===== src/rtl/hazard_ctrl_if.sv =====
// Pipeline-side signals between the datapath and the hazard controller.
// The datapath drives the master side; hazard_ctrl sits on the slave side.
interface hazard_ctrl_if;
  logic        ihit;
  logic        dhit;
  logic        mem_ren;
  logic        mem_wen;
  logic        mem_halt;
  logic        ex_pcsrc;
  logic        idex_dMemREN;
  logic [4:0]  idex_writeReg;
  logic [4:0]  ifid_rs;
  logic [4:0]  ifid_rt;
  logic        ifid_use_rt;
  logic        pc_en;
  logic        ifid_en;
  logic        idex_en;
  logic        exmem_en;
  logic        memwb_en;
  logic        ifid_flush;
  logic        idex_flush;
  logic        exmem_flush;
  logic        halted;
  logic [15:0] stall_cnt;

  modport master (
    output ihit, dhit, mem_ren, mem_wen, mem_halt, ex_pcsrc,
           idex_dMemREN, idex_writeReg, ifid_rs, ifid_rt, ifid_use_rt,
    input  pc_en, ifid_en, idex_en, exmem_en, memwb_en,
           ifid_flush, idex_flush, exmem_flush, halted, stall_cnt
  );

  modport slave (
    input  ihit, dhit, mem_ren, mem_wen, mem_halt, ex_pcsrc,
           idex_dMemREN, idex_writeReg, ifid_rs, ifid_rt, ifid_use_rt,
    output pc_en, ifid_en, idex_en, exmem_en, memwb_en,
           ifid_flush, idex_flush, exmem_flush, halted, stall_cnt
  );
endinterface


===== src/rtl/hazard_ctrl.sv =====
// Five-stage pipeline hazard controller: load-use stall, branch flush,
// imem/dmem wait handling, sticky halt and a saturating stall counter.
module hazard_ctrl (
  input  logic          CLK,
  input  logic          nRST,
  hazard_ctrl_if.slave  hz
);

  typedef enum logic [1:0] {RUN, LD_STALL, MEM_WAIT, HALTED} state_t;

  state_t      state, next_state;
  logic        halted_r;
  logic [15:0] stall_cnt_r;
  logic        dmem_pend, load_use;
  logic        pc_en_c, ifid_en_c, idex_en_c, exmem_en_c, memwb_en_c;
  logic        ifid_flush_c, idex_flush_c, exmem_flush_c;

  assign dmem_pend = (hz.mem_ren | hz.mem_wen) & ~hz.dhit;

  // The cycle after a load-use stall the bubble is already in EX, so no re-detect.
  assign load_use = hz.idex_dMemREN && (hz.idex_writeReg != 5'd0) &&
                    ((hz.idex_writeReg == hz.ifid_rs) ||
                     (hz.ifid_use_rt && (hz.idex_writeReg == hz.ifid_rt))) &&
                    (state != LD_STALL);

  always_comb begin
    pc_en_c       = 1'b1;
    ifid_en_c     = 1'b1;
    idex_en_c     = 1'b1;
    exmem_en_c    = 1'b1;
    memwb_en_c    = 1'b1;
    ifid_flush_c  = 1'b0;
    idex_flush_c  = 1'b0;
    exmem_flush_c = 1'b0;
    next_state    = RUN;
    if (!nRST) begin
      {pc_en_c, ifid_en_c, idex_en_c, exmem_en_c, memwb_en_c} = '0;
      {ifid_flush_c, idex_flush_c, exmem_flush_c}             = '1;
    end else if (state == HALTED) begin
      {pc_en_c, ifid_en_c, idex_en_c, exmem_en_c, memwb_en_c} = '0;
      next_state = HALTED;
    end else if (hz.mem_halt && !dmem_pend) begin
      {pc_en_c, ifid_en_c, idex_en_c, exmem_en_c, memwb_en_c} = '0;
      next_state = HALTED;
    end else if (dmem_pend) begin
      // A halt waiting behind an outstanding access freezes here too and retires after dhit.
      {pc_en_c, ifid_en_c, idex_en_c, exmem_en_c, memwb_en_c} = '0;
      next_state = MEM_WAIT;
    end else if (hz.ex_pcsrc) begin
      ifid_flush_c = 1'b1;
      idex_flush_c = 1'b1;
    end else if (load_use) begin
      pc_en_c      = 1'b0;
      ifid_en_c    = 1'b0;
      idex_flush_c = 1'b1;
      next_state   = LD_STALL;
    end else if (!hz.ihit) begin
      pc_en_c      = 1'b0;
      ifid_flush_c = 1'b1;
    end
  end

  always_ff @(posedge CLK) begin
    if (!nRST) begin
      state       <= RUN;
      halted_r    <= 1'b0;
      stall_cnt_r <= '0;
    end else begin
      state <= next_state;
      if (next_state == HALTED)
        halted_r <= 1'b1;
      if (state != HALTED && !pc_en_c && stall_cnt_r != '1)
        stall_cnt_r <= stall_cnt_r + 16'd1;
    end
  end

  assign hz.pc_en       = pc_en_c;
  assign hz.ifid_en     = ifid_en_c;
  assign hz.idex_en     = idex_en_c;
  assign hz.exmem_en    = exmem_en_c;
  assign hz.memwb_en    = memwb_en_c;
  assign hz.ifid_flush  = ifid_flush_c;
  assign hz.idex_flush  = idex_flush_c;
  assign hz.exmem_flush = exmem_flush_c;
  assign hz.halted      = halted_r;
  assign hz.stall_cnt   = stall_cnt_r;

endmodule


===== src/flat_wrapper.sv =====
// flat-port wrapper written by rule: the top's interface ports become plain ports
module hazard_ctrl_flat 
  (CLK, nRST, hz_ihit, hz_dhit, hz_mem_ren, hz_mem_wen, hz_mem_halt, hz_ex_pcsrc, hz_idex_dMemREN, hz_idex_writeReg, hz_ifid_rs, hz_ifid_rt, hz_ifid_use_rt, hz_pc_en, hz_ifid_en, hz_idex_en, hz_exmem_en, hz_memwb_en, hz_ifid_flush, hz_idex_flush, hz_exmem_flush, hz_halted, hz_stall_cnt);
  hazard_ctrl_if hz_i ();
  input  logic CLK;
  input  logic nRST;
  input wire logic [$bits(hz_i.ihit)-1:0] hz_ihit;
  input wire logic [$bits(hz_i.dhit)-1:0] hz_dhit;
  input wire logic [$bits(hz_i.mem_ren)-1:0] hz_mem_ren;
  input wire logic [$bits(hz_i.mem_wen)-1:0] hz_mem_wen;
  input wire logic [$bits(hz_i.mem_halt)-1:0] hz_mem_halt;
  input wire logic [$bits(hz_i.ex_pcsrc)-1:0] hz_ex_pcsrc;
  input wire logic [$bits(hz_i.idex_dMemREN)-1:0] hz_idex_dMemREN;
  input wire logic [$bits(hz_i.idex_writeReg)-1:0] hz_idex_writeReg;
  input wire logic [$bits(hz_i.ifid_rs)-1:0] hz_ifid_rs;
  input wire logic [$bits(hz_i.ifid_rt)-1:0] hz_ifid_rt;
  input wire logic [$bits(hz_i.ifid_use_rt)-1:0] hz_ifid_use_rt;
  output wire logic [$bits(hz_i.pc_en)-1:0] hz_pc_en;
  output wire logic [$bits(hz_i.ifid_en)-1:0] hz_ifid_en;
  output wire logic [$bits(hz_i.idex_en)-1:0] hz_idex_en;
  output wire logic [$bits(hz_i.exmem_en)-1:0] hz_exmem_en;
  output wire logic [$bits(hz_i.memwb_en)-1:0] hz_memwb_en;
  output wire logic [$bits(hz_i.ifid_flush)-1:0] hz_ifid_flush;
  output wire logic [$bits(hz_i.idex_flush)-1:0] hz_idex_flush;
  output wire logic [$bits(hz_i.exmem_flush)-1:0] hz_exmem_flush;
  output wire logic [$bits(hz_i.halted)-1:0] hz_halted;
  output wire logic [$bits(hz_i.stall_cnt)-1:0] hz_stall_cnt;
  assign hz_i.ihit = hz_ihit;
  assign hz_i.dhit = hz_dhit;
  assign hz_i.mem_ren = hz_mem_ren;
  assign hz_i.mem_wen = hz_mem_wen;
  assign hz_i.mem_halt = hz_mem_halt;
  assign hz_i.ex_pcsrc = hz_ex_pcsrc;
  assign hz_i.idex_dMemREN = hz_idex_dMemREN;
  assign hz_i.idex_writeReg = hz_idex_writeReg;
  assign hz_i.ifid_rs = hz_ifid_rs;
  assign hz_i.ifid_rt = hz_ifid_rt;
  assign hz_i.ifid_use_rt = hz_ifid_use_rt;
  assign hz_pc_en = hz_i.pc_en;
  assign hz_ifid_en = hz_i.ifid_en;
  assign hz_idex_en = hz_i.idex_en;
  assign hz_exmem_en = hz_i.exmem_en;
  assign hz_memwb_en = hz_i.memwb_en;
  assign hz_ifid_flush = hz_i.ifid_flush;
  assign hz_idex_flush = hz_i.idex_flush;
  assign hz_exmem_flush = hz_i.exmem_flush;
  assign hz_halted = hz_i.halted;
  assign hz_stall_cnt = hz_i.stall_cnt;
  hazard_ctrl u_core (.CLK(CLK), .nRST(nRST), .hz(hz_i));
endmodule

===== config.mk =====
export PLATFORM = sky130hd
export DESIGN_NAME = hazard_ctrl_flat
export DESIGN_NICKNAME = d
export VERILOG_FILES = /design/src/rtl/hazard_ctrl_if.sv /design/src/rtl/hazard_ctrl.sv /design/src/flat_wrapper.sv
export SDC_FILE = /design/constraint.sdc
export NUM_CORES = 1
export LEC_CHECK = 0
export CAP_MARGIN = 20
export CORE_MARGIN = 8
export CORE_UTILIZATION = 25
export DETAILED_ROUTE_END_ITERATION = 8
export SETUP_SLACK_MARGIN = 0.1
export SLEW_MARGIN = 20
export SYNTH_ARGS = -nofsm -noshare
export SYNTH_HDL_FRONTEND = slang
export SYNTH_SLANG_ARGS = --single-unit

===== constraint.sdc =====
create_clock -name CLK -period 2.4 [get_ports CLK]
set_input_delay 0.24 -clock CLK [delete_from_list [all_inputs] [get_ports CLK]]
set_output_delay 0.24 -clock CLK [all_outputs]
set_load 0.01 [all_outputs]

Word level (Yosys, flattened, before mapping):

Cells that the tools add are included.

* multiplexer cells: 37
* reduce and logical (&&, ||, !) cells: 11
* eq/ne operators: 7
* bitwise logic cells: 3
* add/subtract/negate cells: 1

Operators by type and width (count)
* 1-bit 2-to-1 mux: 32
* 16-bit by 1-bit adder with 16-bit output (second input constant): 1
* 16-bit != test (second input constant): 1
* 5-bit equality test: 2
* 2-bit 2-to-1 mux: 5
* 1-bit logical AND: 7
* 5-bit nonzero test: 1
* 2-bit equality test (second input constant): 2
* 1-bit logical NOT: 2
* 2-bit by 1-bit != test with 1-bit output (second input constant): 1
* 2-bit != test (second input constant): 1
* 1-bit AND: 1
* 1-bit logical OR: 1
* 1-bit inverter: 1
* 1-bit OR: 1

* logic and storage cells: 62
* register bits: 19

Depth between registers and ports, before layout:

* depth in word-level cells: 14
* mapped depth: 9

Worst setup path before layout:

Ideal clock, no wire load.

* kind: register -> register
* start: register u_core.stall_cnt_r[0], in the netlist u_core.hz.stall_cnt[0]
* end: register u_core.stall_cnt_r[15], in the netlist u_core.hz.stall_cnt[15]
* period minus slack after synthesis: 2.061 ns
* path buffers: 0
* path slack: 0.339 ns
* library setup time: 0.072 ns
* cell stages (with the launch flop): 8
* data arrival time: 1.989 ns
* data required time: 2.328 ns
* path through: dfxtp_1 ha_1 nand3_2 nor2_1 a2111o_1 o21ba_2 or4_1 a21oi_1

* cells in the longest elaborated chain, start to end: 2
* elaborated cells on any way between the ends: 3
* those cells by class: add/sub: 1; eq/ne: 1; reduce/logical: 1

RTL lines
* start, declared: line hazard_ctrl.sv:13 `logic [15:0] stall_cnt_r;`
* start signal, assigned: line hazard_ctrl.sv:73 `stall_cnt_r <= stall_cnt_r + 16'd1;`
* parallel branches: the longest is 2 deep, another holds 16-bit by 1-bit adder with 16-bit output

Parallel ways; which one is timed is not known.
A chain may end at the register's enable or synchronous reset.

Worst setup path in the final report:

* start: input port hz_ifid_rt[1]
* end: output port hz_pc_en

* cells in the longest elaborated chain, start to end: 11

RTL lines
* start, declared: line flat_wrapper.sv:16 `input wire logic [$bits(hz_i.ifid_rt)-1:0] hz_ifid_rt;`
* 5-bit equality test: line hazard_ctrl.sv:23 `(hz.ifid_use_rt && (hz.idex_writeReg == hz.ifid_rt))) &&`
* 1-bit logical AND: line hazard_ctrl.sv:23
* 1-bit logical OR: line hazard_ctrl.sv:22 `((hz.idex_writeReg == hz.ifid_rs) ||`
* 1-bit logical AND: line hazard_ctrl.sv:21 `assign load_use = hz.idex_dMemREN && (hz.idex_writeReg != 5'd0) &&`
* 1-bit logical AND: line hazard_ctrl.sv:23
* 1-bit 2-to-1 mux: line hazard_ctrl.sv:52 `end else if (load_use) begin`
* 1-bit 2-to-1 mux: line hazard_ctrl.sv:49 `end else if (hz.ex_pcsrc) begin`
* 1-bit 2-to-1 mux: line hazard_ctrl.sv:45 `end else if (dmem_pend) begin`
* 1-bit 2-to-1 mux: line hazard_ctrl.sv:42 `end else if (hz.mem_halt && !dmem_pend) begin`
* 1-bit 2-to-1 mux: line hazard_ctrl.sv:39 `end else if (state == HALTED) begin`
* 1-bit 2-to-1 mux: line hazard_ctrl.sv:36 `if (!nRST) begin`
* end, declared: line flat_wrapper.sv:18 `output wire logic [$bits(hz_i.pc_en)-1:0] hz_pc_en;`

Every way passes these cells.

==> impl_metrics.json <==
{
  "clk_latency_ns": 0.26,
  "cts-hold-fix-buffers": 0,
  "fin_crit_ns": 2.25,
  "setup_viol": 0,
  "portBuffers": 49,
  "routed_wl_mm": 3.43,
  "postLayoutCellArea_sq_um": 1840,
  "ys_top_cells_by_area": "dfxtp_1 33%, xor2_1 7.6%, a21oi_1 6.1%",
  "seq_area_frac_synth_pct": 32.9,
  "start_kind": "input port",
  "num_rows": 24,
  "max_freq_ghz": 0.444,
  "die_h_microns": 84.0,
  "critPathArrivalTime_ns": 2.01,
  "internal_power_w": 0.000542,
  "core_sq_um": 4410,
  "drive_above_1_share_pct": 14.6,
  "clkTransAtPathRegs_ns": 0.07,
  "yosysTopAreaCellShare_pct": 32.9,
  "wire_per_inst_microns": 13.4,
  "hold_viol": 0,
  "htreeDepth": 1,
  "ir_worst_vdd_mv": 0.197,
  "timing.slew.headroom_pct": 77.8,
  "skew_ns": 0.00652,
  "start_util_pct": 26.2,
  "root_buffer": "clkbuf_8",
  "reg2reg_depth": 8,
  "swShare_pct": 26.6,
  "ant_nets": 0,
  "viasPerCell": 4.84,
  "p_switching_w": 0.000197,
  "ioPinCount": 50,
  "drtIter0Drc": 57,
  "place_ws_ns": -0.250,
  "cts_tree": "yes",
  "clockPowerShare_pct": 30.4,
  "die_area_sq_um": 7060,
  "dp_hpwl_mm": 2.82,
  "antenna_found_initial": 0,
  "critPathCaptureType": "output pin",
  "fin_util_pct": 41.6,
  "clockBufferDepth": 2,
  "layout.cells.most_common": "clkdlybuf4s50_1",
  "drc": 0,
  "track_usage_pct": 9.79,
  "antenna_cells": 0,
  "netlist_area_sq_um": 1160,
  "critPathKind": "input port to output pin",
  "p_leak_nw": 0.650,
  "grt-ovfl-total": 0,
  "grt_pass1_wl_mm": 5.94,
  "place_area_sq_um": 1790,
  "power_frac_seq_pct": 45.6,
  "nNetsFinal": 232,
  "synth_cells": 142,
  "powerDensity_nw_per_um2": 403,
  "gp_congestion": 0.809,
  "cp.required_ns": 2.16,
  "slew_violations": 0,
  "layout_common_cells": "41 x clkdlybuf4s50_1, 19 x dfxtp_1, 16 x buf_4, 14 x a21oi_1, 11 x nand2_1",
  "syn_to_final_growth_pct": 58.8,
  "pwr-share-comb_pct": 23.9,
  "instances_no_fill": 257,
  "grt_max_degree": 17,
  "rsz0062_at_grt": "yes",
  "ys_ff_latch": 19,
  "drtPass1Iterations": 4,
  "dr_total_vias": 1244,
  "syn_avg_cell_area_sq_um": 8.14,
  "numCtsBuffers": 3,
  "ys_types": 41,
  "cts.sinks": 19,
  "placed_cells": 253,
  "synth_edf_count": 0,
  "cp_max_fo": 3,
  "setup_ws_ns": 0.148,
  "yosys_warnings": 0,
  "finalCritPeriodShare_pct": 93.8,
  "holdPathStages": 2,
  "max_cap_violations": 0,
  "die_width_microns": 84.0,
  "hold_path.class": "flop to flop",
  "worst_slew_pin_slew_ns": 0.330,
  "grt_pass1_vias": 1250,
  "syn-num-nets": 168,
  "synth_flop_cell": "dfxtp_1",
  "yosys.area.top_type": "dfxtp_1",
  "status": "finished clean",
  "synth-async-reset-ratio_pct": 0
}
power groups by stage:
stage / Combinational (W) / Sequential [W] / Clock, W
after floorplan: 0.0000726 / 0.000347 / 0
after global placement: 0.000182 / 0.000345 / 0
after detailed placement: 0.000182 / 0.000344 / 0
after CTS: 0.000180 / 0.000337 / 0.000237
after global routing: 0.000195 / 0.000340 / 0.000250
final: 0.000177 / 0.000337 / 0.000225
synth_stat cells, drive strengths merged, types with 4 or more instances:
| library cell | instances |
|---|---|
| a21oi | 14 |
| buf | 4 |
| dfxtp | 19 |
| nand2 | 11 |
| nand3 | 9 |
| nor2 | 10 |
| o21ai | 11 |
| or3 | 8 |
| or4 | 5 |
| xor2 | 10 |
final timing paths:
check,slack [ns],endpoint,from
max,0.15,hz_pc_en,hz_ifid_rt[1]
max reg2reg,0.30,u_core.hz.stall_cnt[3],u_core.hz.stall_cnt[0]
min,0.47,u_core.state[0],u_core.state[1]
min reg2reg,0.47,u_core.state[0],u_core.state[1]
critical path: stages:
cell	delay [ns]
clkdlybuf4s50_1	0.41
xor2_1	0.16
nor4_2	0.26
a32oi_1	0.16
nor3_2	0.25
nor2b_1	0.07
o21a_1	0.16
dlygate4sd2_1	0.29
cell families after synthesis:
family	share of synthesized area, %
muxes	1.73
buffers and inverters	5.19
and+or+nand+nor	27.7
AOI/OAI and AO/OA	23.1
DFF	32.9
xor gates and xnor gates	8.33
adders and majority gates	1.08
sequential cells by signal, summed over array words and instances, names as in the netlist:
name and count:
u_core.state 2, u_core.hz.stall_cnt 16, u_core.hz.halted 1
final cells by class:
cell class | count | area (sq um)
fill | 445 | 2580
multi-input combinational | 113 | 736
timing repair buffer | 65 | 593
sequential | 19 | 380
tap | 52 | 65.1
clock buffer | 3 | 41.3
inverter | 4 | 15.0
clock inverter | 1 | 5.00
metal layers:
metal	global-route usage [%]	part of all wire, %	routed length [microns]
met3	3.03	3.9	134
met5	0	0	0
met4	1.88	0.90	31
met2	16.8	50	1710
met1	11.6	45	1560
metrics by stage:
step	total power [W]	hold slack [ns]	TNS (ns)
after floorplan	0.000419	0.385	0
after global placement	0.000527	0.455	-0.953
after detailed placement	0.000526	0.463	-1.15
after CTS	0.000754	0.473	0
after global routing	0.000784	0.504	0
final	0.000739	0.470	0
what timing repair did:
| action | 4_1_cts | 5_1_grt |
|---|---|---|
| endpoints found under the hold margin | 0 | 0 |
| endpoints found under the setup margin | 4 | 4 |
| gates resized for setup | 10 | 9 |
| buffers inserted | 0 | 0 |
| pin swaps | 2 | 2 |
Note: power is estimated with default switching activity, not from simulation.
